[config.mk]
export PLATFORM = sky130hd
export DESIGN_NAME = dmem_port_arbiter_flat
export DESIGN_NICKNAME = d
export VERILOG_FILES = /design/src/rtl/dmem_port_arbiter_if.sv /design/src/rtl/dmem_port_arbiter.sv /design/src/flat_wrapper.sv
export SDC_FILE = /design/constraint.sdc
export NUM_CORES = 1
export LEC_CHECK = 0
export CAP_MARGIN = 10
export CORE_AREA = 2 2 119 121
export DETAILED_ROUTE_END_ITERATION = 10
export DIE_AREA = 0 0 121 123
export HOLD_SLACK_MARGIN = 0.12
export PLACE_DENSITY = 0.65
export SLEW_MARGIN = 20
export SYNTH_ARGS = -nofsm -noshare
export SYNTH_HDL_FRONTEND = slang
export SYNTH_SLANG_ARGS = --single-unit
[constraint.sdc]
create_clock -name clk -period 4.7 [get_ports clk]
set_clock_uncertainty 0.05 [all_clocks]
set_input_delay 0.705 -clock clk [delete_from_list [all_inputs] [get_ports clk]]
set_output_delay 0.705 -clock clk [all_outputs]
set_load 0.05 [all_outputs]
[src/rtl/dmem_port_arbiter_if.sv]
// Signal bundle between the data-memory port B arbiter, its two
// requesters (CPU LSU, debug loader) and the BRAM port B pins.
interface dmem_port_arbiter_if;
  logic        c_req;
  logic [3:0]  c_we;
  logic [31:0] c_addr;
  logic [31:0] c_wdata;
  logic        c_gnt;
  logic        c_rvalid;
  logic [31:0] c_rdata;
  logic        cpu_stall;
  logic        d_req;
  logic        d_lock;
  logic [3:0]  d_we;
  logic [31:0] d_addr;
  logic [31:0] d_wdata;
  logic        d_gnt;
  logic        d_rvalid;
  logic [31:0] d_rdata;
  logic        enb;
  logic [3:0]  web;
  logic [31:0] addrb;
  logic [31:0] dib;
  logic [31:0] dob;

  modport slave (
    input  c_req, c_we, c_addr, c_wdata,
    input  d_req, d_lock, d_we, d_addr, d_wdata,
    input  dob,
    output c_gnt, c_rvalid, c_rdata, cpu_stall,
    output d_gnt, d_rvalid, d_rdata,
    output enb, web, addrb, dib
  );

  modport master (
    output c_req, c_we, c_addr, c_wdata,
    output d_req, d_lock, d_we, d_addr, d_wdata,
    output dob,
    input  c_gnt, c_rvalid, c_rdata, cpu_stall,
    input  d_gnt, d_rvalid, d_rdata,
    input  enb, web, addrb, dib
  );
endinterface

[src/rtl/dmem_port_arbiter.sv]
// Port B arbiter: CPU LSU vs debug loader, round-robin with debug
// burst lock, CPU starvation guard and 1-cycle read-data steering.
module dmem_port_arbiter #(
  parameter int MAX_WAIT = 8,
  parameter int RD_LAT   = 1
) (
  input logic             clk,
  input logic             rst_n,
  dmem_port_arbiter_if.slave bus
);

  if (RD_LAT != 1) begin : g_bad_lat
    $error("dmem_port_arbiter: only RD_LAT=1 is supported");
  end
  if (MAX_WAIT < 1) begin : g_bad_wait
    $error("dmem_port_arbiter: MAX_WAIT must be >= 1");
  end

  localparam int WW = $clog2(MAX_WAIT + 1);
  localparam logic [WW-1:0] WMAX = WW'(MAX_WAIT);

  logic          last_owner;
  logic          lock_own;
  logic [WW-1:0] wait_cnt;
  logic          rd_pend;
  logic          rd_tag;

  logic pick_c;
  logic c_gnt;
  logic d_gnt;
  logic stall;
  logic rd_issue;

  // Tie-break when both request; ignored otherwise.
  always_comb begin
    pick_c = 1'b0;
    if (wait_cnt == WMAX)
      pick_c = 1'b1;
    else if (lock_own && bus.d_lock)
      pick_c = 1'b0;
    else
      pick_c = last_owner;
  end

  assign c_gnt = bus.c_req & (~bus.d_req | pick_c);
  assign d_gnt = bus.d_req & (~bus.c_req | ~pick_c);
  assign stall = bus.c_req & ~c_gnt;

  assign rd_issue = (c_gnt && bus.c_we == 4'd0)
                  | (d_gnt && bus.d_we == 4'd0);

  assign bus.c_gnt     = c_gnt;
  assign bus.d_gnt     = d_gnt;
  assign bus.cpu_stall = stall;
  assign bus.enb       = c_gnt | d_gnt;

  always_comb begin
    bus.web   = 4'd0;
    bus.addrb = 32'd0;
    bus.dib   = 32'd0;
    unique case (1'b1)
      c_gnt: begin
        bus.web   = bus.c_we;
        bus.addrb = bus.c_addr;
        bus.dib   = bus.c_wdata;
      end
      d_gnt: begin
        bus.web   = bus.d_we;
        bus.addrb = bus.d_addr;
        bus.dib   = bus.d_wdata;
      end
      default: ;
    endcase
  end

  assign bus.c_rvalid = rd_pend & ~rd_tag;
  assign bus.d_rvalid = rd_pend & rd_tag;
  assign bus.c_rdata  = bus.c_rvalid ? bus.dob : 32'd0;
  assign bus.d_rdata  = bus.d_rvalid ? bus.dob : 32'd0;

  always_ff @(posedge clk or negedge rst_n) begin
    if (!rst_n) begin
      last_owner <= 1'b1;
      lock_own   <= 1'b0;
      wait_cnt   <= '0;
      rd_pend    <= 1'b0;
      rd_tag     <= 1'b0;
    end else begin
      if (c_gnt || d_gnt)
        last_owner <= d_gnt;
      lock_own <= d_gnt & bus.d_lock;
      if (!stall)
        wait_cnt <= '0;
      else if (wait_cnt != WMAX)
        wait_cnt <= wait_cnt + 1'b1;
      rd_pend <= rd_issue;
      if (rd_issue)
        rd_tag <= d_gnt;
    end
  end

endmodule

[src/flat_wrapper.sv]
// flat-port wrapper written by rule: the top's interface ports become plain ports
module dmem_port_arbiter_flat 
#(
  parameter int MAX_WAIT = 8,
  parameter int RD_LAT   = 1
)
  (clk, rst_n, bus_c_req, bus_c_we, bus_c_addr, bus_c_wdata, bus_d_req, bus_d_lock, bus_d_we, bus_d_addr, bus_d_wdata, bus_dob, bus_c_gnt, bus_c_rvalid, bus_c_rdata, bus_cpu_stall, bus_d_gnt, bus_d_rvalid, bus_d_rdata, bus_enb, bus_web, bus_addrb, bus_dib);
  dmem_port_arbiter_if bus_i ();
  input logic clk;
  input logic rst_n;
  input wire logic [$bits(bus_i.c_req)-1:0] bus_c_req;
  input wire logic [$bits(bus_i.c_we)-1:0] bus_c_we;
  input wire logic [$bits(bus_i.c_addr)-1:0] bus_c_addr;
  input wire logic [$bits(bus_i.c_wdata)-1:0] bus_c_wdata;
  input wire logic [$bits(bus_i.d_req)-1:0] bus_d_req;
  input wire logic [$bits(bus_i.d_lock)-1:0] bus_d_lock;
  input wire logic [$bits(bus_i.d_we)-1:0] bus_d_we;
  input wire logic [$bits(bus_i.d_addr)-1:0] bus_d_addr;
  input wire logic [$bits(bus_i.d_wdata)-1:0] bus_d_wdata;
  input wire logic [$bits(bus_i.dob)-1:0] bus_dob;
  output wire logic [$bits(bus_i.c_gnt)-1:0] bus_c_gnt;
  output wire logic [$bits(bus_i.c_rvalid)-1:0] bus_c_rvalid;
  output wire logic [$bits(bus_i.c_rdata)-1:0] bus_c_rdata;
  output wire logic [$bits(bus_i.cpu_stall)-1:0] bus_cpu_stall;
  output wire logic [$bits(bus_i.d_gnt)-1:0] bus_d_gnt;
  output wire logic [$bits(bus_i.d_rvalid)-1:0] bus_d_rvalid;
  output wire logic [$bits(bus_i.d_rdata)-1:0] bus_d_rdata;
  output wire logic [$bits(bus_i.enb)-1:0] bus_enb;
  output wire logic [$bits(bus_i.web)-1:0] bus_web;
  output wire logic [$bits(bus_i.addrb)-1:0] bus_addrb;
  output wire logic [$bits(bus_i.dib)-1:0] bus_dib;
  assign bus_i.c_req = bus_c_req;
  assign bus_i.c_we = bus_c_we;
  assign bus_i.c_addr = bus_c_addr;
  assign bus_i.c_wdata = bus_c_wdata;
  assign bus_i.d_req = bus_d_req;
  assign bus_i.d_lock = bus_d_lock;
  assign bus_i.d_we = bus_d_we;
  assign bus_i.d_addr = bus_d_addr;
  assign bus_i.d_wdata = bus_d_wdata;
  assign bus_i.dob = bus_dob;
  assign bus_c_gnt = bus_i.c_gnt;
  assign bus_c_rvalid = bus_i.c_rvalid;
  assign bus_c_rdata = bus_i.c_rdata;
  assign bus_cpu_stall = bus_i.cpu_stall;
  assign bus_d_gnt = bus_i.d_gnt;
  assign bus_d_rvalid = bus_i.d_rvalid;
  assign bus_d_rdata = bus_i.d_rdata;
  assign bus_enb = bus_i.enb;
  assign bus_web = bus_i.web;
  assign bus_addrb = bus_i.addrb;
  assign bus_dib = bus_i.dib;
  dmem_port_arbiter #(.MAX_WAIT(MAX_WAIT), .RD_LAT(RD_LAT)) u_core (.clk(clk), .rst_n(rst_n), .bus(bus_i));
endmodule
==> results.toml, run 1 <==
[outcome]
status = "finished clean"

[routing]
vias_per_cell = 4.04
firstDrtPassIters = 4
drt_wl_total_um = 10700
antenna_left = 0
drcViolationCount = 0
wl_per_cell_um = 15.9
drtIter0Drc = 100
vias = 2713

[final_layout]
drive_above_1_share_pct = 3.26
nets = 667
nFillCells = 1369
area_growth_pct = 199
layout_common_cells = "clkdlybuf4s50_1 (309), a22o_1 (67), and2_1 (34)"
mostFrequentLayoutCell = "clkdlybuf4s50_1"
stdcell_count = 672

[pwr]
cellLeakagePower_nw = 2.01
power_uw = 887
vdd_drop_max_uv = 97.5
p_per_area_mw_per_mm2 = 181

[clock_tree]
h-tree-depth = 1
clk_pin_slew_ns = 0.04
post_cts_buffers = 0
cts.sinks = 8
root_buffer = "clkbuf_16"
clk_path_buf_depth = 2
post_cts_resized = 0
cts_tree = "done"
numCtsBuffers = 3
clkLatencyLatePin_ns = 0.23
hold_buffers = 0

[yosys]
netlist_top_cells_area = "a22o_1 (36%), and2_1 (13%), and3_1 (12%)"
yosys.area.top_type_share_pct = 35.9
synth_cells = 196
ys_ff_latch = 8
synth_cell_types = 27
yosys.area_share.simple_pct = 29.2
syn-cell-area_mm2 = 0.00163
synthAdderAreaFrac_pct = 1.53
ys_seq_area_share_pct = 12.3
synth_top_family_by_area = "compound AO/OA/AOI/OAI gates"
synth_compound_area_share_pct = 42.8
yosys.area.top_type = "a22o_1"
yosysWarnings = 0
synthMuxAreaShare_pct = 0
synthXorXnorAreaFrac_pct = 1.07
synth.net_count = 371
syn_area_per_cell_um2 = 8.34

[floorplanning]
die_w_um = 121
start_util_pct = 12.0
io_pins = 311
die_y_um = 123
coreArea_mm2 = 0.0136
dieArea_mm2 = 0.0149
placementRows = 43

[worst_setup_path]
startpoint_type = "primary input"
worst-path-stages = 7
cp-startpoint = "bus_d_lock"
cpPeakStageDelay_ns = 0.85
crit_type = "in -> out"
worstReg2RegStart = "u_core.wait_cnt[0]"
cp_max_fo = 48
path_cells = "clkdlybuf4s50_1 -> nand2_1 -> o2bb2ai_2 -> a21boi_4 -> buf_4 -> a22o_1 -> clkdlybuf4s50_1"
reg2reg_slack_ns = 3.03
crit_buf_inv = 3
crit_path_top_delay_cell = "clkdlybuf4s50_1"
end_kind = "output pin"
reg2reg_depth = 7
crit_path_end = "bus_addrb[13]"
required_ns = 3.94
crit_path_frequent_cell = "clkdlybuf4s50_1"
critical_path_arrival_ns = 3.13
r2r_end = "u_core.rd_pend"
cpLargestDelayFamily = "buffers and inverters"

[timing]
finalSetupViolCount = 0
worst_hold_slack_ns = 0.436
tightest_slew_ns = 0.911
timing.fmax_mhz = 257
final_hold_viol_count = 0
tns_ns = 0
min_period_over_period_pct = 82.7
period_needed_ns = 3.89
slew_viol_final = 0
grt_setup_unrepaired = "false"
slew_headroom_pct = 39.3

[global_route]
grt_pass1_wl_um = 15100
grt-ovfl-total = 0
grt_pass1_vias = 2857
track_usage_pct = 12.9
grt_max_degree = 72
grt_antenna_before_repair = 0

[min_path]
hold_path_class = "reg -> reg"

[placement]
dp_hpwl_um = 9100
place_inst = 667
port_buffers = 310
place.gp.congestion = 0.790

[flow_run]
cap_viol_max_count = 0
## synthesized netlist by cell type
master	instances
a22o_4	1
nand2_2	1
a22o_1	67
a2bb2oi_2	1
a2bb2oi_1	1
xnor2_1	1
nor2_1	4
o2bb2ai_2	1
inv_1	6
ha_1	2
and3_1	32
a21o_1	1
nor4_1	2
dfstp_2	1
a21oi_1	1
buf_6	14
clkbuf_1	9
dfrtp_1	7
or2_2	1
nor2b_1	1
a21oi_4	1
and2_1	34
a21boi_4	1
nand3_1	2
xor2_1	1
nand2_1	2
o22a_1	1
## metrics by stage
step                      cell area, um^2  util, %  setup WS [ns]
after floorplan                      1630        -           2.03
after global placement               4810     35.3          0.802
after detailed placement             4810     35.3          0.793
after CTS                            4890     35.9          0.791
after global routing                 4890     35.9          0.680
final                                4890     35.9          0.811
## cell type report
cell class / count / area, um^2 / area share (%)
Clock buffer: 4 / 78.8 / 1.61
Inverter: 6 / 22.5 / 0.460
Tap cell: 180 / 225 / 4.60
Antenna cell: 1 / 2.50 / 0.0512
Multi-Input combinational cell: 159 / 1220 / 24.9
Sequential cell: 8 / 201 / 4.12
Timing Repair Buffer: 314 / 3140 / 64.2
## where the power goes
| group | switching [mW] | internal, mW |
|---|---|---|
| sequential | 0.0219 | 0.0741 |
| clock | 0.0344 | 0.113 |
| combinational | 0.355 | 0.289 |
| total | 0.411 | 0.476 |
## worst min-delay path by stage
stage | from | depth (start not counted) | to | slack (ns)
finish | u_core.wait_cnt[0] | 1 | u_core.wait_cnt[0] | 0.44
floorplan | rst_n | 0 | u_core.lock_own | 0.36
global placement | u_core.wait_cnt[0] | 1 | u_core.wait_cnt[0] | 0.42
detailed placement | u_core.wait_cnt[0] | 1 | u_core.wait_cnt[0] | 0.43
global route | u_core.wait_cnt[0] | 1 | u_core.wait_cnt[0] | 0.45
CTS | u_core.wait_cnt[0] | 1 | u_core.wait_cnt[0] | 0.43
## kinds of logic after synthesis
kind of cell | count (synthesis)
buf+inv | 29
flops | 8
compound gates | 76
fa+ha+maj | 2
simple gates | 79
xor+xnor | 2
## layer usage
layer | routed length (um) | track usage, % | up-vias
li1 | - | - | 1341
met1 | 4040 | 14.2 | 1221
met2 | 5760 | 24.9 | 145
met3 | 851 | 3.60 | 6
met4 | 62 | 1.67 | 0
met5 | 0 | 0 | -
## flip-flops by register name, summed over array words and instances (netlist names)
name,flops
u_core.rd_tag,1
u_core.wait_cnt,4
u_core.rd_pend,1
u_core.last_owner,1
u_core.lock_own,1
Note: power is estimated with default switching activity, not from simulation.
==> run 2: changes to the inputs <==
CORE_AREA = 2 2 121 123   (was 2 2 119 121)
DIE_AREA = 0 0 123 125   (was 0 0 121 123)
PLACE_DENSITY = 0.63   (was 0.65)
clock period = 3.6 ns   (was 4.7 ns; I/O delays follow)
==> results.toml, run 2 (synthesized netlist as in run 1, its figures left out) <==
[outcome]
status = "finished clean"

[pwr]
p_per_area_mw_per_mm2 = 233
power_mw = 1.38
vdd_drop_max_uv = 115
cellLeakagePower_nw = 2.53

[placement]
place_inst = 671
place_area_mm2 = 0.00585
pre_cts_slack_ns = 0.567
port_buffers = 310
place.gp.congestion = 0.824
dp_hpwl_um = 9890

[clock_tree]
hold_buffers = 0
post_cts_resized = 0
root_buffer = "clkbuf_16"
clk_pin_slew_ns = 0.04
cts_tree = "done"
clkLatencyLatePin_ns = 0.24
h-tree-depth = 1
numCtsBuffers = 3
post_cts_buffers = 0
clk_path_buf_depth = 2
cts.sinks = 8

[worst_setup_path]
worstReg2RegStart = "u_core.wait_cnt[0]"
crit_type = "in -> out"
cp-startpoint = "bus_d_lock"
critical_path_arrival_ns = 2.44
startpoint_type = "primary input"
end_kind = "output pin"
required_ns = 3.01
cp_max_fo = 5

[timing]
period_needed_ns = 3.03
final_hold_viol_count = 0
slew_viol_final = 0
fin_ws_ns = 0.572
timing.fmax_mhz = 330
tns_ns = 0
tightest_slew_ns = 0.885
grt_setup_unrepaired = "false"
finalSetupViolCount = 0
slew_headroom_pct = 41.0
min_period_over_period_pct = 84.1

[final_layout]
nets = 667
antennaDiodeCount = 0
layout_common_cells = "clkdlybuf4s50_1 (207), buf_12 (104), a22o_1 (67)"
stdcell_count = 675
area_growth_pct = 263
largest_reg_flops = 4
mostFrequentLayoutCell = "clkdlybuf4s50_1"
regMostFlops = "u_core.wait_cnt"
finish.instance_area_mm2 = 0.00593
drive_above_1_share_pct = 24.0

[global_route]
grtUsageMet1_pct = 15.1
met2_usage_pct = 27.7
grt_pass1_wl_um = 17100
grt_max_degree = 72
grt-ovfl-total = 0
use_met3_pct = 4.24
grt_pass1_vias = 3049
grt-busiest-layer = "met2"
grt_antenna_before_repair = 0
track_usage_pct = 14.2

[floorplanning]
dieArea_mm2 = 0.0154
io_pins = 311
placementRows = 44
coreArea_mm2 = 0.0142
die_w_um = 123
start_util_pct = 11.5
die_y_um = 125

[routing]
drt_wl_total_um = 11500
vias_per_cell = 4.15
firstDrtPassIters = 4
vias = 2801
antenna_left = 0
drcViolationCount = 0
drtIter0Drc = 89
wl_per_cell_um = 17.0

[min_path]
hold_path_class = "reg -> reg"
min_from = "u_core.wait_cnt[0]"

[flow_run]
cap_viol_max_count = 0
[run 2: changes by cell type in the layout (fill, tap and decap cells not counted), sizes merged]
cell	delta
buf	+102
clkdlybuf4s50	-102
diode	-1
[run 2: final timing paths]
path                            slack [ns]            endpoint  cells past startpoint
worst min register to register        0.47  u_core.wait_cnt[0]                      1
min in group asynchronous             0.54  u_core.wait_cnt[2]                      1
worst max-delay path                  0.57       bus_cpu_stall                      6
max in group asynchronous             2.64   u_core.last_owner                      1
worst min-delay path                  0.47  u_core.wait_cnt[0]                      1
worst max register to register        1.97     u_core.lock_own                      7
[run 2: metal layers]
metal  vias up  share of wire (%)
li1       1340                  -
met1      1295                 36
met2       158                 55
met5         -                  0
met4         0               0.67
met3         8                8.6
[run 2: layout make-up]
cell class,instances,area [um^2]
Timing Repair Buffer,314,4180
Tap cell,184,230
Clock buffer,4,78.8
Inverter,6,22.5
Sequential cell,8,201
Fill cell,1348,8280
Multi-Input combinational cell,159,1220
[run 2: worst max-delay path, cell delays in order]
cell,delay [ns]
clkdlybuf4s50_1,0.47
nand2_1,0.09
a2bb2oi_2,0.21
nand3_1,0.21
inv_1,0.10
clkdlybuf4s50_1,0.81
[run 2: where the power goes]
group | internal (mW) | total, mW | switching [mW] | leakage, nW
logic | 0.551 | 1.06 | 0.511 | 2.39
registers | 0.0967 | 0.125 | 0.0278 | 0.105
clock network | 0.148 | 0.194 | 0.0461 | 0.0382
[run 2: per-stage QoR]
step,hold slack (ns),utilization (%)
2_1_floorplan,0.194,-
3_3_place_gp,0.415,41.2
3_5_place_dp,0.459,41.2
4_1_cts,0.465,41.7
5_1_grt,0.474,41.7
6_report,0.468,41.7
